===== src/rtl/mult_pkg.sv =====
// Shared definitions for the shift-add multiplier sequencer.
// Contents:
//   MULT_NBITS   - default operand width / iteration count
//   seq_state_t  - sequencer state encoding
//   cnt_width()  - width of the iteration counter for a given NBITS
package mult_pkg;

    localparam int unsigned MULT_NBITS = 8;

    typedef enum logic [2:0] {
        IDLE,
        START,
        ADD,
        SHIFT,
        DONE
    } seq_state_t;

    // Counter must hold 0..nbits-1; keep at least one bit for degenerate widths.
    function automatic int unsigned cnt_width(input int unsigned nbits);
        return (nbits < 2) ? 1 : $clog2(nbits);
    endfunction

endpackage


===== src/rtl/mult_sequencer_if.sv =====
// Control bundle between the board inputs, the sequencer and the register unit.
// Signals:
//   Run, ClearA_LoadB, M                       - into the sequencer
//   Clr_ld, ClrAX, Shift, Add, Sub, Busy, Done - out of the sequencer
// Modports:
//   master - the sequencer
//   slave  - the environment (buttons/switches and datapath)
interface mult_sequencer_if;

    logic Run;
    logic ClearA_LoadB;
    logic M;
    logic Clr_ld;
    logic ClrAX;
    logic Shift;
    logic Add;
    logic Sub;
    logic Busy;
    logic Done;

    modport master (
        input  Run, ClearA_LoadB, M,
        output Clr_ld, ClrAX, Shift, Add, Sub, Busy, Done
    );

    modport slave (
        output Run, ClearA_LoadB, M,
        input  Clr_ld, ClrAX, Shift, Add, Sub, Busy, Done
    );

endinterface


===== src/rtl/iter_counter.sv =====
// Iteration counter for the multiplier loop: counts 0..NBITS-1.
// Ports:
//   Clk, Reset - clock, asynchronous active-high reset (clears count)
//   clr        - synchronous clear to 0 (wins over en)
//   en         - increment by one
//   tc         - terminal count, high when count == NBITS-1
module iter_counter
    import mult_pkg::*;
#(
    parameter int unsigned NBITS = MULT_NBITS
) (
    input  logic Clk,
    input  logic Reset,
    input  logic clr,
    input  logic en,
    output logic tc
);

    localparam int unsigned CW = cnt_width(NBITS);

    logic [CW-1:0] cnt_q;
    logic [CW-1:0] cnt_d;

    always_comb begin
        cnt_d = cnt_q;
        if (clr) begin
            cnt_d = '0;
        end else if (en) begin
            cnt_d = cnt_q + CW'(1);
        end
    end

    always_ff @(posedge Clk or posedge Reset) begin
        if (Reset) begin
            cnt_q <= '0;
        end else begin
            cnt_q <= cnt_d;
        end
    end

    assign tc = (cnt_q == CW'(NBITS - 1));

endmodule


===== src/rtl/mult_sequencer.sv =====
// Counter-based ADD/SHIFT sequencer for the 8-bit signed shift-add multiplier.
// Ports:
//   Clk, Reset - clock, asynchronous active-high reset (returns to IDLE)
//   bus        - mult_sequencer_if.master: Run/ClearA_LoadB/M in,
//                Clr_ld/ClrAX/Shift/Add/Sub/Busy/Done out
// Sequence per press: START (clear A/X), then NBITS x {ADD, SHIFT}, then DONE
// until Run is released. The last ADD subtracts to weight the sign bit of B.
module mult_sequencer
    import mult_pkg::*;
#(
    parameter int unsigned NBITS = MULT_NBITS
) (
    input  logic              Clk,
    input  logic              Reset,
    mult_sequencer_if.master  bus
);

    seq_state_t state_q;
    seq_state_t state_d;

    logic cnt_clr;
    logic cnt_en;
    logic last_iter;

    // Restart the count on the press itself; hold it at NBITS-1 after the last shift.
    assign cnt_clr = (state_q == IDLE) && !bus.Run;
    assign cnt_en  = (state_q == SHIFT) && !last_iter;

    iter_counter #(
        .NBITS (NBITS)
    ) u_iter_counter (
        .Clk   (Clk),
        .Reset (Reset),
        .clr   (cnt_clr),
        .en    (cnt_en),
        .tc    (last_iter)
    );

    // State register
    always_ff @(posedge Clk or posedge Reset) begin
        if (Reset) begin
            state_q <= IDLE;
        end else begin
            state_q <= state_d;
        end
    end

    // Next-state logic
    always_comb begin
        state_d = state_q;
        unique case (state_q)
            IDLE:    if (!bus.Run) state_d = START;
            START:   state_d = ADD;
            ADD:     state_d = SHIFT;
            SHIFT:   state_d = last_iter ? DONE : ADD;
            DONE:    if (bus.Run) state_d = IDLE;
            default: state_d = IDLE;
        endcase
    end

    // Output decode
    always_comb begin
        bus.Clr_ld = 1'b0;
        bus.ClrAX  = 1'b0;
        bus.Shift  = 1'b0;
        bus.Add    = 1'b0;
        bus.Sub    = 1'b0;
        bus.Busy   = 1'b0;
        bus.Done   = 1'b0;
        unique case (state_q)
            // Gating with Run drops the load in the cycle a press is seen.
            IDLE:  bus.Clr_ld = bus.ClearA_LoadB & bus.Run;
            START: begin
                bus.ClrAX = 1'b1;
                bus.Busy  = 1'b1;
            end
            ADD: begin
                bus.Add  = bus.M & !last_iter;
                bus.Sub  = bus.M & last_iter;
                bus.Busy = 1'b1;
            end
            SHIFT: begin
                bus.Shift = 1'b1;
                bus.Busy  = 1'b1;
            end
            DONE:    bus.Done = 1'b1;
            default: ;
        endcase
    end

endmodule


===== src/flat_wrapper.sv =====
// flat-port wrapper written by rule: the top's interface ports become plain ports
module mult_sequencer_flat import mult_pkg::*;
#(
    parameter int unsigned NBITS = MULT_NBITS
)
  (Clk, Reset, bus_Run, bus_ClearA_LoadB, bus_M, bus_Clr_ld, bus_ClrAX, bus_Shift, bus_Add, bus_Sub, bus_Busy, bus_Done);
  mult_sequencer_if bus_i ();
  input  logic Clk;
  input  logic Reset;
  input wire logic [$bits(bus_i.Run)-1:0] bus_Run;
  input wire logic [$bits(bus_i.ClearA_LoadB)-1:0] bus_ClearA_LoadB;
  input wire logic [$bits(bus_i.M)-1:0] bus_M;
  output wire logic [$bits(bus_i.Clr_ld)-1:0] bus_Clr_ld;
  output wire logic [$bits(bus_i.ClrAX)-1:0] bus_ClrAX;
  output wire logic [$bits(bus_i.Shift)-1:0] bus_Shift;
  output wire logic [$bits(bus_i.Add)-1:0] bus_Add;
  output wire logic [$bits(bus_i.Sub)-1:0] bus_Sub;
  output wire logic [$bits(bus_i.Busy)-1:0] bus_Busy;
  output wire logic [$bits(bus_i.Done)-1:0] bus_Done;
  assign bus_i.Run = bus_Run;
  assign bus_i.ClearA_LoadB = bus_ClearA_LoadB;
  assign bus_i.M = bus_M;
  assign bus_Clr_ld = bus_i.Clr_ld;
  assign bus_ClrAX = bus_i.ClrAX;
  assign bus_Shift = bus_i.Shift;
  assign bus_Add = bus_i.Add;
  assign bus_Sub = bus_i.Sub;
  assign bus_Busy = bus_i.Busy;
  assign bus_Done = bus_i.Done;
  mult_sequencer #(.NBITS(NBITS)) u_core (.Clk(Clk), .Reset(Reset), .bus(bus_i));
endmodule

===== config.mk =====
export PLATFORM = sky130hd
export DESIGN_NAME = mult_sequencer_flat
export DESIGN_NICKNAME = d
export VERILOG_FILES = /design/src/rtl/mult_pkg.sv /design/src/rtl/mult_sequencer_if.sv /design/src/rtl/iter_counter.sv /design/src/rtl/mult_sequencer.sv /design/src/flat_wrapper.sv
export SDC_FILE = /design/constraint.sdc
export NUM_CORES = 1
export LEC_CHECK = 0
export BUFFER_PORTS_ARGS = -buffer_cell sky130_fd_sc_hd__buf_2
export CORE_AREA = 8 8 45 47
export DETAILED_ROUTE_END_ITERATION = 6
export DIE_AREA = 0 0 53 55
export SYNTH_ARGS = -nofsm -noshare
export SYNTH_HDL_FRONTEND = slang
export SYNTH_SLANG_ARGS = --single-unit

===== constraint.sdc =====
create_clock -name Clk -period 1.9 [get_ports Clk]
set_clock_uncertainty 0.1 [all_clocks]
set_input_delay 0.19 -clock Clk [delete_from_list [all_inputs] [get_ports Clk]]
set_output_delay 0.19 -clock Clk [all_outputs]
set_load 0.03 [all_outputs]

=== Word-level counts from Yosys, hierarchy flattened ===
Cells that the tools add are included.

* Add/subtract/negate cells: 1
* Equal/unequal tests: 7
* Muxes and demuxes: 13
* Bitwise gates (word level): 3
* Reductions and logical operators: 8

{| class="wikitable"
|+ Operators by type and width
! operator !! number
|-
| 2-to-1 mux 3 bit || 5
|-
| case mux 3 bit (5 select lines) || 1
|-
| 2-to-1 mux 1 bit || 7
|-
| equality test 3 x 2 -> 1 bit (second input constant) || 2
|-
| equality test 3 bit (second input constant) || 2
|-
| inequality test 2 bit (second input constant) || 2
|-
| adder 3 x 1 -> 3 bit (second input constant) || 1
|-
| bitwise AND 1 bit || 3
|-
| equality test 3 x 1 -> 1 bit (second input constant) || 1
|-
| logical NOT 3 bit || 1
|-
| OR reduction 3 bit || 1
|-
| logical AND 1 bit || 2
|-
| logical NOT 1 bit || 2
|-
| AND reduction 2 bit || 1
|-
| nonzero test 2 bit || 1
|}

* Register bits after elaboration: 6
* Bits of input ports: 5
* Output and inout bits: 7
* Word-level logic and storage cells: 34

=== Logic depth before layout (Yosys ltp) ===
* Depth after elaboration: 5
* Gate-level depth with buffers: 5
* Depth with buffers taken out: 5

=== Hierarchy ===
Synthesis repeated with hierarchy kept, for this count alone.

* Cell total of the unflattened synthesis: 35
* Area total of the unflattened synthesis: 346.6 um2

{| class="wikitable"
|+ Modules (own cells, without submodules)
! module !! times used !! cells each !! area an instance (um2)
|-
| mult_sequencer || 1 || 23 || 202.7
|-
| iter_counter || 1 || 12 || 143.9
|}

=== Worst setup path after synthesis ===
No wires, ideal clock.

* Path kind: reg2reg
* Start: register u_core.u_iter_counter.cnt_q[0]
* End: register u_core.u_iter_counter.cnt_q[1]
* Library setup time: 0.136 ns
* Arrival: 1.343 ns
* Slack: 0.321 ns
* Cell stages (with the launch flop): 6
* Buffers on the path: 0
* Cell sequence: dfrtp_1 > ha_1 > ha_1 > and4bb_4 > mux2i_1 > nor2_1

* Word-level cells in the longest chain between the ends: 4
* Elaborated cells between the ends (all ways): 7
* Those cells by class: add/sub: 1; eq/ne: 1; mux: 2; reduce/logical: 3

{| class="wikitable"
|+ RTL lines
! what !! line !! RTL
|-
| from (decl) || iter_counter.sv:21 || <nowiki>logic [CW-1:0] cnt_q;</nowiki>
|-
| from (signal assigned) || iter_counter.sv:37 || <nowiki>cnt_q <= cnt_d;</nowiki>
|-
| parallel branches: the longest is 4 deep, another holds adder 3 x 1 -> 3 bit || -- ||
|}

Several ways; the timed one is not identified. The select of a mux whose other input is x is not followed.
A chain may end at the register's enable or synchronous reset.

=== Worst setup path in the final report ===
* Start: register u_core.u_iter_counter.cnt_q[0]
* End: register u_core.u_iter_counter.cnt_q[2]

The elaborated chain is that of the path after synthesis.

==> results.py <==
metrics = {
    "cells_and_area": {
        "multi_input_area_um2": 173,
        "layout_commonest_cell": "buf_2",
        "design_area_um2": 442,
        "layout-drive-gt1-share_pct": 34.0,
        "fillers": 141,
        "seqCellArea_um2": 150,
        "synthToLayoutAreaGrowth_pct": 26.1,
        "layout_common_cells": "11 x buf_2, 10 x nor2_1, 6 x dfrtp_1",
        "diodes": 0,
        "nets": 59,
        "final_core_util_pct": 31.9,
    },
    "power": {
        "powerDensity_mw_per_mm2": 1650,
        "p_sw_share_pct": 42.5,
        "seq_power_share_pct": 33.3,
        "p_clk_share_pct": 15.3,
        "power_leakage_uw": 0.000229,
        "switching_power_uw": 310,
        "power_uw": 729,
        "vdd_drop_max_v": 0.000740,
        "power.share.combinational_pct": 51.4,
        "internal-power_uw": 419,
    },
    "hold_path": {
        "min_path_type": "primary input to register",
        "hold_path_depth": 2,
        "hold_end": "u_core.state_q[0]",
        "hp-start": "bus_Run",
    },
    "drt": {
        "ant_nets": 0,
        "first_iter_violations": 8,
        "drt_wl_total_um": 699,
        "drc": 0,
        "wl_per_cell_um": 10.6,
        "routed_via_density": 4.47,
        "vias": 295,
        "drt_pass1_iterations": 3,
    },
    "clocking": {
        "cts_setup_buffers": 0,
        "tritoncts": "built",
        "clk_latency_ps": 240,
        "numCtsBuffers": 3,
        "clockRootBuffer": "clkbuf_4",
        "clkSinkCount": 6,
        "cts_resized": 0,
        "htreeDepth": 1,
        "clk_pin_slew_ps": 40,
        "cts_buffer_depth": 2,
    },
    "floorplan": {
        "start_util_pct": 25.3,
        "rows": 14,
        "die_w_um": 53,
        "dieArea_mm2": 0.00292,
        "core-area_mm2": 0.00138,
        "die_h_um": 55,
        "ioPinCount": 12,
    },
    "timing": {
        "worst_pin_slew_ps": 457,
        "fin_hold_ws_ps": 93.6,
        "rsz0062_at_grt": "no",
        "setup-tns-final_ps": 0,
        "final_hold_viol_count": 0,
        "period_minus_slack_ps": 1680,
        "slew_headroom_pct": 69.3,
        "fin_crit_sh_pct": 88.4,
        "drv_slew": 0,
        "setup_viol": 0,
        "max_freq_ghz": 0.595,
    },
    "flow_run": {
        "max-cap-violations": 0,
    },
    "critical_path": {
        "crit_fanout": 4,
        "cp.arrival_ps": 1680,
        "reg2reg_slack_ps": 220,
        "cp-end-kind": "register",
        "setup.worst_path.class": "register to register",
        "r2r-end": "u_core.u_iter_counter.cnt_q[2]",
        "worstRegToRegCells": 5,
        "crit_path_start_kind": "register",
        "r2r-start": "u_core.u_iter_counter.cnt_q[0]",
        "required_ps": 1900,
    },
    "synthesis": {
        "yosysWarnings": 0,
        "ys_ff_latch": 6,
        "ys_seq_area_share_pct": 42.9,
        "syn_nets": 44,
        "synth_cell_types": 18,
        "syn_area_um2": 350,
        "syn_avg_cell_area_um2": 9.47,
        "synthCells": 37,
    },
    "placed_design": {
        "routabilityCongestion": 0.706,
        "port_buffers": 11,
        "hpwl_um": 572,
        "place_area_um2": 409,
    },
    "global_routing": {
        "grt_max_degree": 10,
        "grt_pass1_vias": 282,
        "grt_usage_pct": 5.87,
        "overflow": 0,
        "grt_pass1_wl_um": 1220,
        "antenna_found_initial": 0,
    },
    "run_status": {
        "outcome": "completed",
    },
}
[kinds of logic after synthesis]
group           after synthesis  synth area share [%]
fa+ha+maj                     2                  7.14
simple gates                 18                  26.8
mux                           2                  5.71
xor+xnor                      1                  2.50
compound gates                3                  7.14
buf+inv                       5                  7.86
flops                         6                  42.9
[cell usage after synthesis]
| master | instances | area share, % |
|---|---|---|
| nor3b_1 | 1 | 2.1 |
| a21boi_0 | 1 | 2.1 |
| inv_1 | 3 | 3.2 |
| nand3_1 | 2 | 2.9 |
| o21a_1 | 1 | 2.1 |
| nand2_1 | 1 | 1.1 |
| a22o_2 | 1 | 2.9 |
| mux2i_1 | 2 | 5.7 |
| xnor2_1 | 1 | 2.5 |
| dfrtp_1 | 6 | 43 |
| buf_6 | 1 | 3.2 |
| and4bb_4 | 1 | 4.6 |
| nor3_1 | 1 | 1.4 |
| clkbuf_2 | 1 | 1.4 |
| ha_1 | 2 | 7.1 |
| nor4_1 | 1 | 1.8 |
| nor2_1 | 10 | 11 |
| and2_2 | 1 | 2.1 |
[power by group through the flow]
stage	clock network [uW]	logic, uW	registers [uW]
2_1_floorplan	0	324	219
3_3_place_gp	0	370	244
3_5_place_dp	0	379	244
4_1_cts	116	381	242
5_1_grt	127	420	256
6_report	111	375	243
[state kept, by name (all words and copies together), names as in the netlist]
signal / flops
u_core.u_iter_counter.cnt_q: 3
u_core.state_q: 3
[timing repair]
item | 4_1_cts | 5_1_grt
hold endpoints to repair | 6 | 0
hold buffers | 1 | 0
setup endpoints to repair | 0 | 0
[routing by layer]
metal	wire (um)	vias up	track usage, %
met5	0	-	0
met4	0	0	2.59
met3	103	0	4.28
met2	292	11	8.40
met1	303	133	6.46
li1	-	151	-
[worst max path at each step]
stage                                   start                              to  slack, ps  cells after the start
2_1_floorplan  u_core.u_iter_counter.cnt_q[0]  u_core.u_iter_counter.cnt_q[1]        320                      5
3_3_place_gp   u_core.u_iter_counter.cnt_q[0]  u_core.u_iter_counter.cnt_q[2]        260                      5
3_5_place_dp   u_core.u_iter_counter.cnt_q[0]  u_core.u_iter_counter.cnt_q[2]        220                      5
4_1_cts        u_core.u_iter_counter.cnt_q[0]  u_core.u_iter_counter.cnt_q[2]        220                      5
5_1_grt        u_core.u_iter_counter.cnt_q[0]  u_core.u_iter_counter.cnt_q[1]        140                      5
6_report       u_core.u_iter_counter.cnt_q[0]  u_core.u_iter_counter.cnt_q[2]        220                      5
[through the flow]
step	std cells	setup slack [ps]
final	66	221
after global routing	66	135
after CTS	66	219
after detailed placement	62	222
after global placement	62	259
after floorplan	37	321
[worst max-delay path, cell delays in order, from the launching register on]
cell and delay (ps):
dfrtp_1 380, ha_1 210, ha_1 220, and4bb_4 380
mux2i_1 200, nor2_1 60
[final cells by class]
| cell class | count | share of cell area (%) |
|---|---|---|
| Timing Repair Buffer | 12 | 14.7 |
| Inverter | 3 | 2.55 |
| Sequential cell | 6 | 34.0 |
| Clock buffer | 3 | 5.10 |
| Multi-Input combinational cell | 26 | 39.1 |
| Tap cell | 16 | 4.53 |
No activity file was read; power rests on OpenSTA's default activity.
